$ cat src/rtl/hash_msg_chainer.sv
// Byte-stream front end for the 32-bit hash core: packs bytes into 4-byte blocks, pads, chains IVs.
// Define HASH_CHAIN_LEN_EN to append the message length byte to the final block.
module hash_msg_chainer (
    input  logic            clk,
    input  logic            rst_n,
    input  logic            in_valid,
    output logic            in_ready,
    input  logic [7:0]      in_data,
    input  logic            in_last,
    input  logic [0:3][7:0] iv_init,
    output logic            core_start,
    output logic [0:3][7:0] core_m,
    output logic [0:3][7:0] core_iv,
    input  logic [0:3][7:0] core_d,
    input  logic            core_done,
    output logic            dig_valid,
    input  logic            dig_ready,
    output logic [0:3][7:0] dig,
    output logic            busy
);

    typedef enum logic [1:0] {COLLECT, START, WAIT, OUT} state_t;

    state_t          r_state, w_state_nxt;
    logic [0:3][7:0] r_m, r_iv, r_dig;
    logic [1:0]      r_bcnt;
    logic [7:0]      r_len;
    logic            r_final, r_pad_pend, r_pad80, r_inmsg;
    logic [7:0]      w_len_nxt;
    logic [7:0]      w_pad_len;
    logic [31:0]     w_k;
    logic            w_accept;

    assign core_m    = r_m;
    assign core_iv   = r_iv;
    assign dig       = r_dig;
    assign w_accept  = in_valid && (r_state == COLLECT);
    assign w_len_nxt = r_inmsg ? r_len + 8'd1 : 8'd1;
    assign w_k       = 32'(r_bcnt);
    assign busy      = !((r_state == COLLECT) && (r_bcnt == 2'd0) && !r_inmsg);
`ifdef HASH_CHAIN_LEN_EN
    assign w_pad_len = r_len;
`else
    assign w_pad_len = 8'h00;
`endif

    always_ff @(posedge clk or negedge rst_n) begin
        if (!rst_n) r_state <= COLLECT;
        else        r_state <= w_state_nxt;
    end

    always_comb begin
        w_state_nxt = r_state;
        in_ready    = 1'b0;
        core_start  = 1'b0;
        dig_valid   = 1'b0;
        case (r_state)
            COLLECT: begin
                in_ready = 1'b1;
                if (in_valid && (in_last || r_bcnt == 2'd3)) w_state_nxt = START;
            end
            START: begin
                core_start  = 1'b1;
                w_state_nxt = WAIT;
            end
            WAIT: begin
                if (core_done) begin
                    if (r_final)         w_state_nxt = OUT;
                    else if (r_pad_pend) w_state_nxt = START;
                    else                 w_state_nxt = COLLECT;
                end
            end
            OUT: begin
                dig_valid = 1'b1;
                if (dig_ready) w_state_nxt = COLLECT;
            end
            default: w_state_nxt = COLLECT;
        endcase
    end

    always_ff @(posedge clk or negedge rst_n) begin
        if (!rst_n) begin
            r_m        <= '0;
            r_iv       <= '0;
            r_dig      <= '0;
            r_bcnt     <= '0;
            r_len      <= '0;
            r_final    <= 1'b0;
            r_pad_pend <= 1'b0;
            r_pad80    <= 1'b0;
            r_inmsg    <= 1'b0;
        end else begin
            case (r_state)
                COLLECT: if (w_accept) begin
                    if (!r_inmsg) r_iv <= iv_init;
                    r_inmsg <= 1'b1;
                    r_len   <= w_len_nxt;
                    r_bcnt  <= r_bcnt + 2'd1;
                    r_final    <= 1'b0;
                    r_pad_pend <= 1'b0;
                    if (in_last) begin
                        // 10* fill of the tail bytes; length byte (if enabled) overrides byte 3 afterwards
                        for (int unsigned j = 0; j < 4; j++)
                            if (j > w_k) r_m[j[1:0]] <= (j == w_k + 32'd1) ? 8'h80 : 8'h00;
`ifdef HASH_CHAIN_LEN_EN
                        if (r_bcnt <= 2'd1) begin
                            r_m[3]  <= w_len_nxt;
                            r_final <= 1'b1;
                        end else if (r_bcnt == 2'd2) begin
                            r_m[3]     <= 8'h80;
                            r_pad_pend <= 1'b1;
                            r_pad80    <= 1'b0;
                        end else begin
                            r_pad_pend <= 1'b1;
                            r_pad80    <= 1'b1;
                        end
`else
                        if (r_bcnt != 2'd3) begin
                            r_final <= 1'b1;
                        end else begin
                            r_pad_pend <= 1'b1;
                            r_pad80    <= 1'b1;
                        end
`endif
                    end
                    r_m[r_bcnt] <= in_data;
                end
                WAIT: if (core_done) begin
                    if (r_final) begin
                        r_dig <= core_d;
                    end else if (r_pad_pend) begin
                        r_iv       <= core_d;
                        r_m        <= {(r_pad80 ? 8'h80 : 8'h00), 8'h00, 8'h00, w_pad_len};
                        r_pad_pend <= 1'b0;
                        r_final    <= 1'b1;
                    end else begin
                        r_iv   <= core_d;
                        r_bcnt <= '0;
                    end
                end
                OUT: if (dig_ready) begin
                    r_len   <= '0;
                    r_bcnt  <= '0;
                    r_inmsg <= 1'b0;
                    r_final <= 1'b0;
                end
                default: ;
            endcase
        end
    end

endmodule

$ cat config.mk
export PLATFORM = sky130hd
export DESIGN_NAME = hash_msg_chainer
export DESIGN_NICKNAME = d
export VERILOG_FILES = /design/src/rtl/hash_msg_chainer.sv
export SDC_FILE = /design/constraint.sdc
export NUM_CORES = 1
export LEC_CHECK = 0
export BUFFER_PORTS_ARGS = -buffer_cell sky130_fd_sc_hd__buf_2
export CAP_MARGIN = 20
export CORE_MARGIN = 4
export CORE_UTILIZATION = 45
export CTS_CLUSTER_SIZE = 30
export DETAILED_ROUTE_END_ITERATION = 16
export GPL_TIMING_DRIVEN = 0
export PLACE_DENSITY = 0.73
export SLEW_MARGIN = 20
export SYNTH_ARGS = -nofsm -noshare
export SYNTH_HDL_FRONTEND = slang
export SYNTH_SLANG_ARGS = --single-unit
$ cat constraint.sdc
create_clock -name clk -period 2.03 [get_ports clk]
set_input_delay 0.406 -clock clk [delete_from_list [all_inputs] [get_ports clk]]
set_output_delay 0.406 -clock clk [all_outputs]
set_load 0.005 [all_outputs]
==> metrics, run 1 <==
sw power 3026 uW; vias in the first global route about 4000; Max Transition Viols Final 0; Least-Margin Pin Slew between 400 and 500 ps; Area growth syn-to-layout 27.89%; Critical path origin r_bcnt[1]; number of inserted diodes 0; compound-gate portion of the synthesized area just under 8%; setup total negative slack 0 ps; cell at the root of the clock tree sky130_fd_sc_hd__clkbuf_8; clk buf depth 2; post-synthesis cell type count 39; Die Footprint 12320 sq um; largest net degree at the start of global routing 58; initial core utilization between 40% and 50%; Die W ~110 um; share of the core filled with cells about three fifths; total global routing overflow 0; Net Sw Frac approximately a third; Tmin final 1919 ps; arithmetic-cell share of the synthesized area counting full adders, half adders and majority gates 1.835%; final estimated routing congestion in global placement 0.8244; final critical-path share of the clock period 94.53%; Port Buffer Count ~180; WP data required 2290 ps; P per Cell Area 1463 nW/um^2; dpl hpwl 9199 um; Routed WL per cell 17.73 um; fillcell total 844; Synth Area per Inst around 14 sq um; kind of critical path flip-flop to flip-flop; ratio of cells with drive above 1 in the final layout 61.61%; cell internal power dissipation roughly 5900 uW; number of maximum-capacitance constraint violations 0; area share of the largest cell type after synthesis ~55%; combinational family with the most area after synthesis multiplexers; placed insts 653; xor and xnor area share after synthesis 0%; multiplexer fraction of the synthesized cell area about a quarter; Reg area 2604 sq um; Syn Std Cell Area about 4800 sq um; outcome finished clean; total wire length after detailed routing 11880 um; share of total power in sequential cells between 40 and 50%; clk sinks ~100; final setup fails 0; Comb power frac 45.7%; number of buffers created by CTS 9; count of boundary I/O pins roughly 180; final hold violations 0; global-route total usage across every layer 19.78%; post-detailed-route DRC marker count 0; Yosys Warn Count 0; core box area between 10000 and 15000 sq um; Cells after Synth 340; static leakage power a little over 0.003 uW; kind of launch point of the worst setup path flip-flop; CP endpoint kind flip-flop; Detailed Routing Iterations Pass 1 5; fraction of the yosys area taken by sequential cells approximately 55%; TritonCTS clock tree built; clock edge transition at the registers on the reported setup and hold paths approximately 100 ps; count of routing violations after the opening detailed-route iteration 107; worst voltage drop across the vdd grid slightly below 0.8 mV; row count 37; number of synthesized register bits about 100; vias 3516; Die Span Y around 110 um; wire length of the first global-routing pass 19740 um; Net count, final roughly 600; maximum level of the CTS H-tree 3; latest clock arrival within the worst-skew pair between 300 and 400 ps; source of the worst register-to-register timing path r_bcnt[1]; number of antenna violations at the first check in global routing 0; highest achievable clock rate 0.5211 GHz; post-synthesis share of cell area spent on and, or, nand and nor gates between 6 and 7%; final cell count without fillers 670; maximum fanout along the worst path 10; Slew Limit Headroom 69.11%; startpoint of the worst hold path dig_ready; largest cells by area after synthesis sky130_fd_sc_hd__dfrtp_1 (55%), sky130_fd_sc_hd__mux2_2 (26%), sky130_fd_sc_hd__a22o_1 (2.8%); vias per inst 5.248; Worst Hold Slack between 200 and 300 ps; Arr. time, crit path between 2000 and 2500 ps; total area of multi-input combinational cells between 2000 and 2500 sq um; Mapped Nets 425; worst setup skew after layout about 16 ps; ANT nets after route 0; min-delay worst type input port to flip-flop; Synth area leader sky130_fd_sc_hd__dfrtp_1; proportion of power drawn by the clock network between 10 and 15%
per-stage QoR:
stage / total power [uW] / area, sq um / setup WS [ps]
detailed placement: 7690 / 5858 / -41.65
CTS: 8965 / 6053 / 11.72
finish: 8931 / 6105 / 111.1
global route: 9590 / 6105 / -1.460
global placement: 7505 / 5824 / -588.3
floorplan: 5988 / 4773 / 274.7
synthesized netlist by cell type, drive strengths merged:
cell type  instances
a211o              2
a211oi             3
a21o               4
a21oi              8
a221oi             1
a22o              15
a22oi              1
a2bb2oi            1
a32o               2
and2               1
and3              16
and4b              1
buf               15
clkbuf             5
dfrtp            104
ha                 7
inv                4
mux2             112
mux2i              1
nand2              4
nand2b             5
nand3              3
nand3b             4
nand4b             1
nor2               6
nor2b              1
nor3               2
nor4bb             2
o211ai             1
o21ai              5
o311a              1
or3b               2
what timing repair did:
item / 4_1_cts / 5_1_grt
gates resized for setup: 2 / 11
setup buffers: 0 / 2
gates cloned: 0 / 0
pin swaps: 1 / 2
setup endpoints to repair: 5 / 40
endpoints found under the hold margin: 47 / 0
hold buffers: 1 / 0
power groups by stage:
stage | logic, uW | clock network (uW) | registers, uW
floorplan | 2350 | 0 | 3640
global placement | 3950 | 0 | 3550
detailed placement | 4070 | 0 | 3620
CTS | 4080 | 1290 | 3590
global route | 4470 | 1390 | 3730
finish | 4080 | 1250 | 3600
logic make-up (layout without fill, tap and decap cells):
group           after synthesis  count (layout)
mux                         113             113
flops                       104             104
simple gates                 48              48
compound gates               44              44
buf+inv                      24             218
fa+ha+maj                     7               7
cells in the final DEF (no fill, tap or decap), types with 2 or more instances in the layout:
cell,synthesis,final
sky130_fd_sc_hd__buf_2,8,181
sky130_fd_sc_hd__dfrtp_1,104,103
sky130_fd_sc_hd__a211o_1,2,2
sky130_fd_sc_hd__and3_1,16,16
sky130_fd_sc_hd__a21oi_1,7,7
sky130_fd_sc_hd__ha_2,0,2
sky130_fd_sc_hd__nand3_1,3,2
sky130_fd_sc_hd__mux2_2,111,111
sky130_fd_sc_hd__clkbuf_8,0,9
sky130_fd_sc_hd__buf_4,3,5
sky130_fd_sc_hd__nor4bb_1,2,2
sky130_fd_sc_hd__nand3b_1,4,4
sky130_fd_sc_hd__clkbuf_4,0,3
sky130_fd_sc_hd__buf_6,3,4
sky130_fd_sc_hd__a32o_1,2,2
sky130_fd_sc_hd__nand2_1,4,4
sky130_fd_sc_hd__nor3_1,2,2
sky130_fd_sc_hd__nand2b_1,5,5
sky130_fd_sc_hd__a22o_1,15,15
sky130_fd_sc_hd__o21ai_0,5,5
sky130_fd_sc_hd__clkbuf_1,5,5
sky130_fd_sc_hd__ha_1,7,5
sky130_fd_sc_hd__a211oi_1,2,2
sky130_fd_sc_hd__inv_1,4,4
sky130_fd_sc_hd__a21o_1,4,4
sky130_fd_sc_hd__nor2_1,6,5
per-layer routing:
layer	GRT usage [%]	wire [um]
met5	0	0
met1	22.86	4608
met4	5.008	106
met3	7.478	1092
met2	34.59	6069
flip-flops by register name (all words and copies together) (netlist names):
signal      flops
core_iv        32
r_inmsg         1
dig            32
core_m         32
r_pad80         1
r_bcnt          2
r_state         2
r_final         1
r_pad_pend      1
worst paths after layout:
check	endpoint	slack, ps	depth (start not counted)
worst max-delay path	core_m[19]	110	6
worst min-delay path	r_state[1]	260	2
worst max register to register	core_m[19]	110	6
worst min register to register	r_pad80	470	1
max in group asynchronous	r_state[1]	860	3
min in group asynchronous	core_m[25]	540	2
worst max-delay path, stage by stage (launching register included):
cell	delay [ps]
sky130_fd_sc_hd__dfrtp_1	460
sky130_fd_sc_hd__inv_1	160
sky130_fd_sc_hd__ha_2	290
sky130_fd_sc_hd__a211oi_1	100
sky130_fd_sc_hd__a211oi_4	260
sky130_fd_sc_hd__buf_4	200
sky130_fd_sc_hd__mux2_2	350
final cells by class:
type / instances / area share (%)
Buffer: 20 / 2.152
Clock buffer: 10 / 2.091
Clock inverter: 4 / 0.9018
Inverter: 4 / 0.2460
Multi-Input combinational cell: 212 / 33.57
Sequential cell: 104 / 42.65
Tap cell: 136 / 2.787
Timing Repair Buffer: 180 / 15.60
No activity file was read; power rests on OpenSTA's default activity.
==> run 2: changes to the inputs <==
Settings changed: PLACE_DENSITY 0.73 to 0.76.
Clock period 2.03 ns to 1.5 ns, I/O delays scaled along.
==> run 2 against run 1 <==
  * The flow now finishes with violations (negative setup slack)
  * Clock skew down 6.6 ps
  * Highest routed layer is now met5
  * Global-route usage up 1.5 points
  * Critical path depth down 1
  * Sequential share of layout area down 4.5 points
  * Sequential power up 36%
  * Setup slack worse by 360 ps
  * Worst hold slack worse by 120 ps
  * Register-to-register slack worse by 360 ps
  * Critical endpoint is now core_iv[8]
==> metrics, run 2 (synthesis results as in run 1) <==
total wire length after detailed routing roughly 13000 um; kind of launch point of the worst setup path flip-flop; Routed WL per cell ~19 um; Slew Limit Headroom 64.06%; worst-path cell chain or3b_4, a21oi_4, buf_12, buf_12, mux2_2; final setup fails 99; cell at the root of the clock tree sky130_fd_sc_hd__clkbuf_8; vias between 3000 and 4000; WP data required ~1800 ps; final estimated routing congestion in global placement a little over 0.8; final critical-path share of the clock period 116.8%; cell depth of the worst min-delay path 2; path depth of the worst reg2reg path 5; outcome finished with violations; number of maximum-capacitance constraint violations 0; ratio of cells with drive above 1 in the final layout between 60 and 70%; count of routing violations after the opening detailed-route iteration 177; min-delay worst type input port to flip-flop; clk sinks 104; total global routing overflow 0; total area of multi-input combinational cells ~2300 sq um; critical path's most frequent cell sky130_fd_sc_hd__buf_12; startpoint of the worst hold path dig_ready; RSZ-0062 raised after global routing true; highest-count cells in the layout ignoring fill and taps sky130_fd_sc_hd__buf_2 (174), sky130_fd_sc_hd__dfrtp_1 (100), sky130_fd_sc_hd__mux2_2 (82), sky130_fd_sc_hd__mux2_4 (30), sky130_fd_sc_hd__buf_4 (23); vias per inst about 5.3; Net count, final roughly 650; critical-path cell with the highest stage delay sky130_fd_sc_hd__dfrtp_2; dpl hpwl 9215 um; Max Transition Viols Final 0; placed cell areas between 5000 and 6000 sq um; maximum level of the CTS H-tree 3; Reg-to-Reg End core_iv[8]; TritonCTS clock tree built; Port Buffer Count about 180; CP endpoint kind flip-flop; violations in the final reports negative setup slack; share of the core filled with cells about two thirds; ANT nets after route 0; largest net degree at the start of global routing 61; number of inserted diodes 0; row count 37; Die Footprint 12320 sq um; post-detailed-route DRC marker count 0; wire length of the first global-routing pass ~21000 um; highest achievable clock rate around 0.57 GHz; Detailed Routing Iterations Pass 1 4; initial core utilization between 40% and 50%; clk buf depth 2; vias in the first global route 4076; latest clock arrival within the worst-skew pair roughly 370 ps; placed insts between 600 and 700; Area growth syn-to-layout 43.07%; source of the worst register-to-register timing path r_state[1]; busiest layer in global routing met2; Top Family by Delay on Critical Path flip-flops; Arr. time, crit path 2010 ps; number of buffers created by CTS 9; Tmin final 1752 ps; Die W between 100 and 150 um; worst setup timing slack at the placement stage -431.2 ps; delay of the slowest critical-path stage approximately 460 ps; core box area around 10000 sq um; final design instance area without fill approximately 7000 sq um; final hold violations 0; global-route total usage across every layer around a fifth; number of antenna violations at the first check in global routing 1; Reg area 2608 sq um; worst setup skew after layout 9.247 ps; Least-Margin Pin Slew about 540 ps; kind of critical path flip-flop to flip-flop; Die Span Y 111.0 um; count of boundary I/O pins about 180; met1 Resource Use GR 23.71%; fraction of met2 tracks used by global routing about 37%; worst voltage drop across the vdd grid roughly 1.1 mV; Worst Hold Slack approximately 150 ps; maximum fanout along the worst path 10; P per Cell Area approximately 2000 nW/um^2; WP buf/inv 2; met3 capacity usage during global routing under 10%; Worst Slack Setup Final -251.8 ps; Worst Hold Endpoint r_state[1]; Reg2Reg Setup Slack -250 ps; clock edge transition at the registers on the reported setup and hold paths approximately 90 ps; leading cell type in the layout, fill and taps excluded sky130_fd_sc_hd__buf_2; static leakage power ~0.0034 uW; final cell count without fillers approximately 700; fillcell total about 780
run 2: layout make-up:
type	count	area share, %
Clock inverter	4	0.4397
Buffer	18	3.316
Clock buffer	12	2.125
Inverter	4	0.3664
Tap cell	136	2.492
Timing Repair Buffer	215	19.57
Multi-Input combinational cell	212	33.51
Sequential cell	104	38.18
run 2: worst reg2reg max path: stages (launching register included):
cell	delay, ps
sky130_fd_sc_hd__dfrtp_2	460
sky130_fd_sc_hd__or3b_4	400
sky130_fd_sc_hd__a21oi_4	160
sky130_fd_sc_hd__buf_12	150
sky130_fd_sc_hd__buf_12	140
sky130_fd_sc_hd__mux2_2	340
run 2: through the flow:
| step | power (uW) | setup TNS, ps |
|---|---|---|
| 2_1_floorplan | 8297 | -7182 |
| 3_3_place_gp | 10340 | -133580 |
| 3_5_place_dp | 10580 | -33410 |
| 4_1_cts | 13550 | -12220 |
| 5_1_grt | 14700 | -19250 |
| 6_report | 13830 | -14530 |
run 2: timing repair:
action / in CTS / in global routing
setup endpoints to repair: 103 / 101
cloned: 3 / 0
gates resized for setup: 72 / 23
hold buffers: 1 / 0
pin swaps: 26 / 2
endpoints found under the hold margin: 44 / 0
setup buffers: 30 / 4
run 2: worst max-delay path by stage:
stage | to | cells after the start | start | slack, ps
floorplan | core_m[10] | 4 | r_state[1] | -150
global placement | r_bcnt[1] | 1 | rst_n | -1160
detailed placement | core_iv[9] | 6 | in_valid | -430
CTS | core_iv[9] | 5 | r_state[1] | -250
global route | core_iv[11] | 5 | r_state[1] | -280
finish | core_iv[8] | 5 | r_state[1] | -250
run 2: report_power, final:
group	switching [uW]	total, uW	internal, uW	leakage [uW]
logic	2920	7310	4380	0.00205
clock network	966	1620	655	0.0000866
registers	770	4900	4130	0.00128
total	4660	13800	9170	0.00341
run 2: layer usage:
layer | routed length, um | part of all wire, %
met1 | 4961 | 37
met2 | 6606 | 50
met3 | 1352 | 10
met4 | 321 | 2.4
met5 | 13 | 0.098
